File: config.mk
export PLATFORM = sky130hd
export DESIGN_NAME = logic_unit_arbiter
export DESIGN_NICKNAME = d
export VERILOG_FILES = /design/src/rtl/logic_arb_pkg.sv /design/src/rtl/rr_picker.sv /design/src/rtl/logic_unit_arbiter.sv
export SDC_FILE = /design/constraint.sdc
export NUM_CORES = 1
export LEC_CHECK = 0
export CAP_MARGIN = 20
export CELL_PAD_IN_SITES_DETAIL_PLACEMENT = 1
export CELL_PAD_IN_SITES_GLOBAL_PLACEMENT = 2
export CORE_UTILIZATION = 22
export DETAILED_ROUTE_END_ITERATION = 7
export PLACE_DENSITY = 0.95
export SYNTH_ARGS = -nofsm -noshare
export SYNTH_HDL_FRONTEND = slang
export SYNTH_SLANG_ARGS = --single-unit
File: constraint.sdc
create_clock -name clk -period 6.6 [get_ports clk]
set_input_delay 1.32 -clock clk [delete_from_list [all_inputs] [get_ports clk]]
set_output_delay 1.32 -clock clk [all_outputs]
set_load 0.03 [all_outputs]
File: src/rtl/logic_arb_pkg.sv
// Shared defaults and enums for the round-robin bitwise logic unit arbiter.
// Operation select enum is only consumed when LOGIC_ARB_OPSEL_EN is defined.
package logic_arb_pkg;

    localparam int N_REQ_DEF = 4;
    localparam int WIDTH_DEF = 8;

    typedef enum logic {
        IDLE = 1'b0,
        HOLD = 1'b1
    } state_t;

    typedef enum logic [1:0] {
        OP_AND  = 2'b00,
        OP_OR   = 2'b01,
        OP_XOR  = 2'b10,
        OP_NAND = 2'b11
    } op_t;

endpackage

File: src/rtl/rr_picker.sv
// Combinational round-robin picker: first valid requester at or after ptr.
// Produces a one-hot grant, the grant index and an any-valid flag.
module rr_picker
    import logic_arb_pkg::*;
#(
    parameter int N  = N_REQ_DEF,
    parameter int IW = $clog2(N_REQ_DEF)
) (
    input  logic [N-1:0]  i_req,
    input  logic [IW-1:0] i_ptr,
    output logic [N-1:0]  o_grant,
    output logic [IW-1:0] o_idx,
    output logic          o_any
);

    int w_j;

    always_comb begin
        o_grant = '0;
        o_idx   = '0;
        o_any   = 1'b0;
        w_j     = 0;
        for (int k = 0; k < N; k++) begin
            if (!o_any) begin
                w_j = (int'(i_ptr) + k) % N;
                if (i_req[w_j]) begin
                    o_grant[w_j] = 1'b1;
                    o_idx        = IW'(w_j);
                    o_any        = 1'b1;
                end
            end
        end
    end

endmodule

File: src/rtl/logic_unit_arbiter.sv
// Round-robin arbiter in front of a single registered bitwise logic unit.
// Define LOGIC_ARB_OPSEL_EN to add per-requester req_op (AND/OR/XOR/NAND).
module logic_unit_arbiter
    import logic_arb_pkg::*;
#(
    parameter int N_REQ = N_REQ_DEF,
    parameter int WIDTH = WIDTH_DEF
) (
    input  logic                              clk,
    input  logic                              rst,
    input  logic [N_REQ-1:0]                  req_valid,
    output logic [N_REQ-1:0]                  req_ready,
    input  logic [N_REQ-1:0][WIDTH-1:0]       req_x,
    input  logic [N_REQ-1:0][WIDTH-1:0]       req_y,
`ifdef LOGIC_ARB_OPSEL_EN
    input  logic [N_REQ-1:0][1:0]             req_op,
`endif
    output logic                              rsp_valid,
    input  logic                              rsp_ready,
    output logic [WIDTH-1:0]                  rsp_z,
    output logic [$clog2(N_REQ)-1:0]          rsp_id
);

    localparam int IW = $clog2(N_REQ);

    state_t           r_state;
    state_t           w_state_nxt;
    logic [IW-1:0]    r_ptr;
    logic [IW-1:0]    w_ptr_nxt;
    logic [WIDTH-1:0] r_z;
    logic [IW-1:0]    r_id;

    logic [N_REQ-1:0] w_grant;
    logic [IW-1:0]    w_idx;
    logic             w_any;
    logic             w_accept;
    logic [WIDTH-1:0] w_x;
    logic [WIDTH-1:0] w_y;
    logic [WIDTH-1:0] w_z;

    rr_picker #(
        .N  (N_REQ),
        .IW (IW)
    ) u_picker (
        .i_req   (req_valid),
        .i_ptr   (r_ptr),
        .o_grant (w_grant),
        .o_idx   (w_idx),
        .o_any   (w_any)
    );

    // A held result must drain in the same cycle before a new op is taken.
    assign w_accept  = w_any && !rst &&
                       ((r_state == IDLE) || rsp_ready);
    assign req_ready = w_accept ? w_grant : '0;

    assign w_ptr_nxt = (w_idx == IW'(N_REQ - 1)) ?
                       '0 : w_idx + IW'(1);

`ifdef LOGIC_ARB_OPSEL_EN
    op_t w_op;

    always_comb begin
        w_x  = req_x[w_idx];
        w_y  = req_y[w_idx];
        w_op = op_t'(req_op[w_idx]);
        case (w_op)
            OP_OR:   w_z = w_x | w_y;
            OP_XOR:  w_z = w_x ^ w_y;
            OP_NAND: w_z = ~(w_x & w_y);
            default: w_z = w_x & w_y;
        endcase
    end
`else
    always_comb begin
        w_x = req_x[w_idx];
        w_y = req_y[w_idx];
        w_z = w_x & w_y;
    end
`endif

    always_comb begin
        w_state_nxt = r_state;
        case (r_state)
            IDLE: begin
                if (w_accept) w_state_nxt = HOLD;
            end
            HOLD: begin
                if (rsp_ready) w_state_nxt = w_accept ? HOLD : IDLE;
            end
            default: w_state_nxt = IDLE;
        endcase
    end

    always_ff @(posedge clk) begin
        if (rst) begin
            r_state <= IDLE;
            r_ptr   <= '0;
            r_z     <= '0;
            r_id    <= '0;
        end else begin
            r_state <= w_state_nxt;
            if (w_accept) begin
                r_z   <= w_z;
                r_id  <= w_idx;
                r_ptr <= w_ptr_nxt;
            end
        end
    end

    assign rsp_valid = (r_state == HOLD);
    assign rsp_z     = r_z;
    assign rsp_id    = r_id;

endmodule

# After elaboration in Yosys (flattened, before gate mapping)

Cells that the tools add are included.

Add/subtract/negate cells: 4
Magnitude comparators: 9
Equal/unequal tests: 1
Mux-type cells: 49
Bitwise logic cells: 8
Reductions and logical operators: 11

Operators with widths:

| kind                                                       | number |
|---|---|
| binary-select mux 8 bit (select 2 bit)                     | 2 |
| 2-to-1 mux 4 bit                                           | 8 |
| 2-to-1 mux 1 bit                                           | 20 |
| 2-to-1 mux 2 bit                                           | 8 |
| 2-to-1 mux 8 bit                                           | 2 |
| less-than comparator 3 x 4 -> 1 bit, second input constant | 3 |
| bitwise OR 4 bit                                           | 3 |
| >= comparator 3 x 1 -> 1 bit, second input constant        | 3 |
| AND 8 bit                                                  | 1 |
| binary-select mux 1 bit (select 2 bit)                     | 4 |
| demux 1 bit (select 2 bit)                                 | 4 |
| logical AND 1 bit                                          | 6 |
| less-than comparator 2 x 3 -> 1 bit, second input constant | 2 |
| OR reduction 2 bit                                         | 3 |
| adder 2 x 1 -> 2 bit, second input constant                | 2 |
| adder 2 bit, second input constant                         | 2 |
| AND 1 bit, first input constant                            | 3 |
| == test 2 bit, second input constant                       | 1 |
| >= comparator 2 x 1 -> 1 bit, second input constant        | 1 |
| case mux 1 bit (2 select lines)                            | 1 |
| zero test 1 bit                                            | 1 |
| logical OR 1 bit                                           | 1 |
| NOT 1 bit                                                  | 1 |

Flip-flop bits (word level): 13
Input port bits: 71
Output and inout port bits: 15

# Depth between registers and ports, before layout

Depth after elaboration: 17
Gate-level depth with buffers: 11

# Modules after synthesis

Synthesis repeated with hierarchy kept, for this count alone.

Cells, all modules: 153
Area, all modules: 1368.8 um^2

Modules (own cells, without submodules):

| module             | instances | cells an instance | area each (um^2) | seq. area each (um^2) |
|---|---|---|---|---|
| logic_unit_arbiter | 1         | 97                | 880.8            | 260.2 |
| rr_picker          | 1         | 56                | 488.0            | 0.0 |

# Worst setup path before layout

No wires, ideal clock.

Path kind: input to output
Start point: input port req_valid[0]
End point: output port req_ready[0]
Arrival: 3.175 ns
Required time: 5.280 ns
Slack: 2.105 ns
Stages on the path: 7
Cell sequence: clkbuf_2 mux4_2 buf_2 nor3_1 nor2b_1 a2bb2oi_1 a21oi_1

Word-level cells in the longest chain between the ends: 13
Elaborated cells between the ends (all ways): 31
Classes of those cells: 26 x mux; 3 x bitwise; 2 x reduce/logical

Ends and longest elaborated chain:

| element                                | line                     | RTL |
|---|---|---|
| start, declared                        | logic_unit_arbiter.sv:11 | `input logic [N_REQ-1:0] req_valid,` |
| binary-select mux 1 bit (select 2 bit) | rr_picker.sv:26          | `if (i_req[w_j]) begin` |
| 2-to-1 mux 1 bit (implied by the code) | rr_picker.sv:26          |  |
| 2-to-1 mux 4 bit                       | rr_picker.sv:26          |  |
| bitwise OR 4 bit (no source line)      | -                        |  |
| 2-to-1 mux 4 bit                       | rr_picker.sv:26          |  |
| 2-to-1 mux 4 bit                       | rr_picker.sv:24          | `if (!o_any) begin` |
| bitwise OR 4 bit (no source line)      | -                        |  |
| 2-to-1 mux 4 bit                       | rr_picker.sv:26          |  |
| 2-to-1 mux 4 bit                       | rr_picker.sv:24          |  |
| bitwise OR 4 bit (no source line)      | -                        |  |
| 2-to-1 mux 4 bit                       | rr_picker.sv:26          |  |
| 2-to-1 mux 4 bit                       | rr_picker.sv:24          |  |
| 2-to-1 mux 4 bit (*)                   | logic_unit_arbiter.sv:55 | `assign req_ready = w_accept ? w_grant : '0;` |
| end, declared                          | logic_unit_arbiter.sv:12 | `output logic [N_REQ-1:0] req_ready,` |

Mark *: on every way between the ends. The rest lies on a longest branch, timed or not. The select of a mux whose other input is x is not followed.

# Final worst setup path

Start point: input port req_valid[3]
End point: output port req_ready[0]

The elaborated chain is that of the path after synthesis.

==> out/results.tsv <==
stage	metric	value	unit
worst_setup_path	reg-to-reg slack, setup	2980	ps
sta	Worst slew margin	39.2	%
logic_synthesis	Main synth FF type	dfxtp_1	
worst_setup_path	Worst Path Buf+Inv	2	
logic_synthesis	Syn Nets	277	
worst_setup_path	R2R Path Start	r_ptr[0]	
routing	drt wl/cell	15.8	um
worst_setup_path	crit-path most repeated cell	clkdlybuf4s50_1	
worst_setup_path	CP Cell Sequence	clkdlybuf4s50_1, mux4_2, nor3_1, nor2b_1, a2bb2oi_1, a21oi_1, clkdlybuf4s50_1	
sta	RSZ-0062 raised after global routing	false	
worst_setup_path	worst setup path class	input port to output port	
outcome	status	finished clean	
logic_synthesis	Distinct cells, synth	45	
cts	CTS tree	yes	
power	Static Leak	0.918	nW
routing	ANT nets after route	0	
cts	total CTS buffers	3	
cts	Post-CTS Setup Bufs	0	
power	VDD IR max	0.0873	mV
global_routing	first-pass GRT wire length	9200	um
cts	latest clock arrival within the worst-skew pair	240	ps
sta	final hold viol count	0	
floorplanning	chip height	85.5	um
logic_synthesis	Ys Warns	0	
worst_setup_path	crit path launch type	input port	
logic_synthesis	synthesized area	0.00153	mm2
placed_design	dpl cells	350	
global_routing	initial antenna violation count	0	
worst_hold_path	Hold Crit Start	rsp_id[1]	
routing	DR vias	1886	
final_layout	layout overhead on the synthesized area	60.1	%
sta	Worst Clk Skew	1.13	ps
logic_synthesis	Cells after Synth	198	
placed_design	DPL Wire Length	4470	um
sta	Final min period	5500	ps
sta	fmax	182	MHz
final_layout	nets@finish	355	
cts	clock slew seen by the registers of the worst setup and hold paths	50	ps
final_layout	Design Area, Final	0.00246	mm2
worst_hold_path	Worst Hold Path Cells	2	
worst_setup_path	worst path required time	5280	ps
final_layout	diode count	0	
floorplanning	die footprint	0.00731	mm2
cts	clock sink count	13	
logic_synthesis	Yosys reg bits	13	
worst_setup_path	Worst EP arrival	4180	ps
routing	1st-pass router iterations	4	
global_routing	largest net degree at the start of global routing	31	
sta	Tightest Pin Transition	913	ps
job	Max Cap Viol	0	
placed_design	Placed Area	0.00240	mm2
cts	# hold bufs at CTS	0	
floorplanning	die width	85.5	um
worst_setup_path	Worst setup EP type	output port	
routing	Via density	5.31	
sta	Final setup viols	0	
global_routing	GRT overflow	0	
cts	clk root buf	clkbuf_8	
floorplanning	I/O pin count	86	
global_routing	vias in the first global route	1929	
worst_setup_path	Worst R2R End	rsp_z[4]	
worst_setup_path	slowest stage cell, crit path	mux4_2	
worst_setup_path	reg2reg path depth	7	
final_layout	layout cells sized above 1	6.18	%
floorplanning	initial core utilization	22.7	%
worst_setup_path	critical-path maximum fanout	13	
floorplanning	core area	0.00676	mm2
sta	Worst Setup Slack, final	1100	ps
floorplanning	row count	30	
routing	drt initial violations	72	
placed_design	I/O Buffers	85	
routing	Post-route DRC	0	
worst_hold_path	Worst Hold End	rsp_id[1]	
routing	routed wire length	5600	um
worst_setup_path	CP max stage delay	700	ps
worst_hold_path	worst hold path class	register to register	
final_layout	Final Non-Filler Cells	355	
worst_setup_path	family with the most delay on the worst path	buffers and inverters	
global_routing	overall routing resource usage	15.7	%
logic_synthesis	Avg Cell Area, Syn	7.75	um2
power	PwrDens	204	mW/mm2
cts	Clock Path Buffers	2	
logic_synthesis	Post-synth EDFFs	0	
placed_design	worst slack at placement	1120	ps
sta	Fin Setup TNS	0	ps
sta	fin. max-slew vios	0	
sta	Tcrit/Tclk final	83.3	%
logic_synthesis	sequential share of the synthesized area	17.0	%
cts	htree depth	1	
cts	CTS resizes	0	
placed_design	GP Congestion	0.822	
logic_synthesis	post-synthesis async set-or-reset flop share	0	%
stage by stage:
stage / hold WS (ps) / utilization, % / power, mW
after floorplan: 578 / - / 0.319
after global placement: 452 / 35.6 / 0.426
after detailed placement: 463 / 35.6 / 0.433
after CTS: 471 / 36.2 / 0.507
after global routing: 489 / 36.4 / 0.538
final: 465 / 36.4 / 0.501
report_power, final:
| group | total [mW] | internal, mW | switching [mW] |
|---|---|---|---|
| combinational | 0.327 | 0.150 | 0.178 |
| clock | 0.0716 | 0.0427 | 0.0289 |
| sequential | 0.102 | 0.0913 | 0.0105 |
| total | 0.501 | 0.284 | 0.217 |
cell usage in the layout (no fill, tap or decap), types with 3 or more instances in the layout:
| cell type | instances |
|---|---|
| a2bb2oi_1 | 4 |
| mux4_2 | 3 |
| a41oi_1 | 7 |
| mux2i_1 | 4 |
| inv_1 | 3 |
| o211ai_1 | 7 |
| clkbuf_8 | 3 |
| a222oi_1 | 7 |
| dfxtp_1 | 13 |
| a21oi_1 | 12 |
| nand3b_1 | 3 |
| nand3_1 | 10 |
| and2_1 | 8 |
| nand2_1 | 46 |
| nor2_1 | 5 |
| clkdlybuf4s50_1 | 85 |
| nor3_1 | 3 |
| ha_1 | 8 |
| o311a_1 | 7 |
| a22oi_1 | 5 |
Yosys cell counts (2+ instances only):
master / instances / area, um2
nand2_1: 46 / 173
dfxtp_1: 13 / 260
a21oi_1: 12 / 60.1
nand3_1: 10 / 50.1
and2_1: 8 / 50.1
ha_1: 8 / 100
a222oi_1: 7 / 70.1
a41oi_1: 7 / 61.3
buf_2: 7 / 35.0
o211ai_1: 7 / 52.6
o311a_1: 7 / 70.1
a22oi_1: 5 / 37.5
nor2_1: 5 / 18.8
a2bb2oi_1: 4 / 35.0
buf_6: 4 / 45.0
mux2i_1: 4 / 40.0
inv_1: 3 / 11.3
mux4_2: 3 / 67.6
nand3b_1: 3 / 22.5
nor3_1: 3 / 15.0
a2111oi_2: 2 / 30.0
a31oi_1: 2 / 12.5
clkbuf_1: 2 / 7.51
mux2_2: 2 / 22.5
nand2b_1: 2 / 12.5
or2_1: 2 / 12.5
or3b_1: 2 / 17.5
registers in the layout (all words and copies together) (netlist names):
signal     cells
rsp_z          8
r_ptr          2
rsp_id         2
rsp_valid      1
layout make-up:
class / count / area (um2)
Multi-Input combinational cell: 165 / 1160
Timing Repair Buffer: 88 / 873
Clock buffer: 4 / 45.0
Tap cell: 80 / 100
Inverter: 5 / 18.8
Fill cell: 826 / 4300
Sequential cell: 13 / 260
cell families after synthesis:
kind of cell	count (synthesis)	share of synthesized area (%)
flops	13	17.0
buf+inv	20	7.50
fa+ha+maj	8	6.53
simple gates	86	26.6
compound gates	62	33.9
mux	9	8.48
worst reg2reg max path, stage by stage (launching register included):
cell and delay [ps]:
dfxtp_1 310, buf_4 300, clkinv_1 480, ha_1 630
mux2_2 390, a221oi_1 780, a222oi_1 280, o311a_1 350
layer usage:
layer	GRT usage [%]	share of wire [%]	vias up
li1	-	-	914
met1	18.3	42	903
met2	29.6	51	64
met3	3.66	5.4	5
met4	2.27	0.87	0
met5	0	0	-
how the worst max path moves through the flow:
stage,cells after the start,endpoint,from
2_1_floorplan,7,req_ready[0],req_valid[0]
3_3_place_gp,7,req_ready[3],req_valid[3]
3_5_place_dp,7,req_ready[0],req_valid[3]
4_1_cts,7,req_ready[0],req_valid[3]
5_1_grt,7,req_ready[1],req_valid[3]
6_report,7,req_ready[0],req_valid[3]
Note: power is estimated with default switching activity, not from simulation.
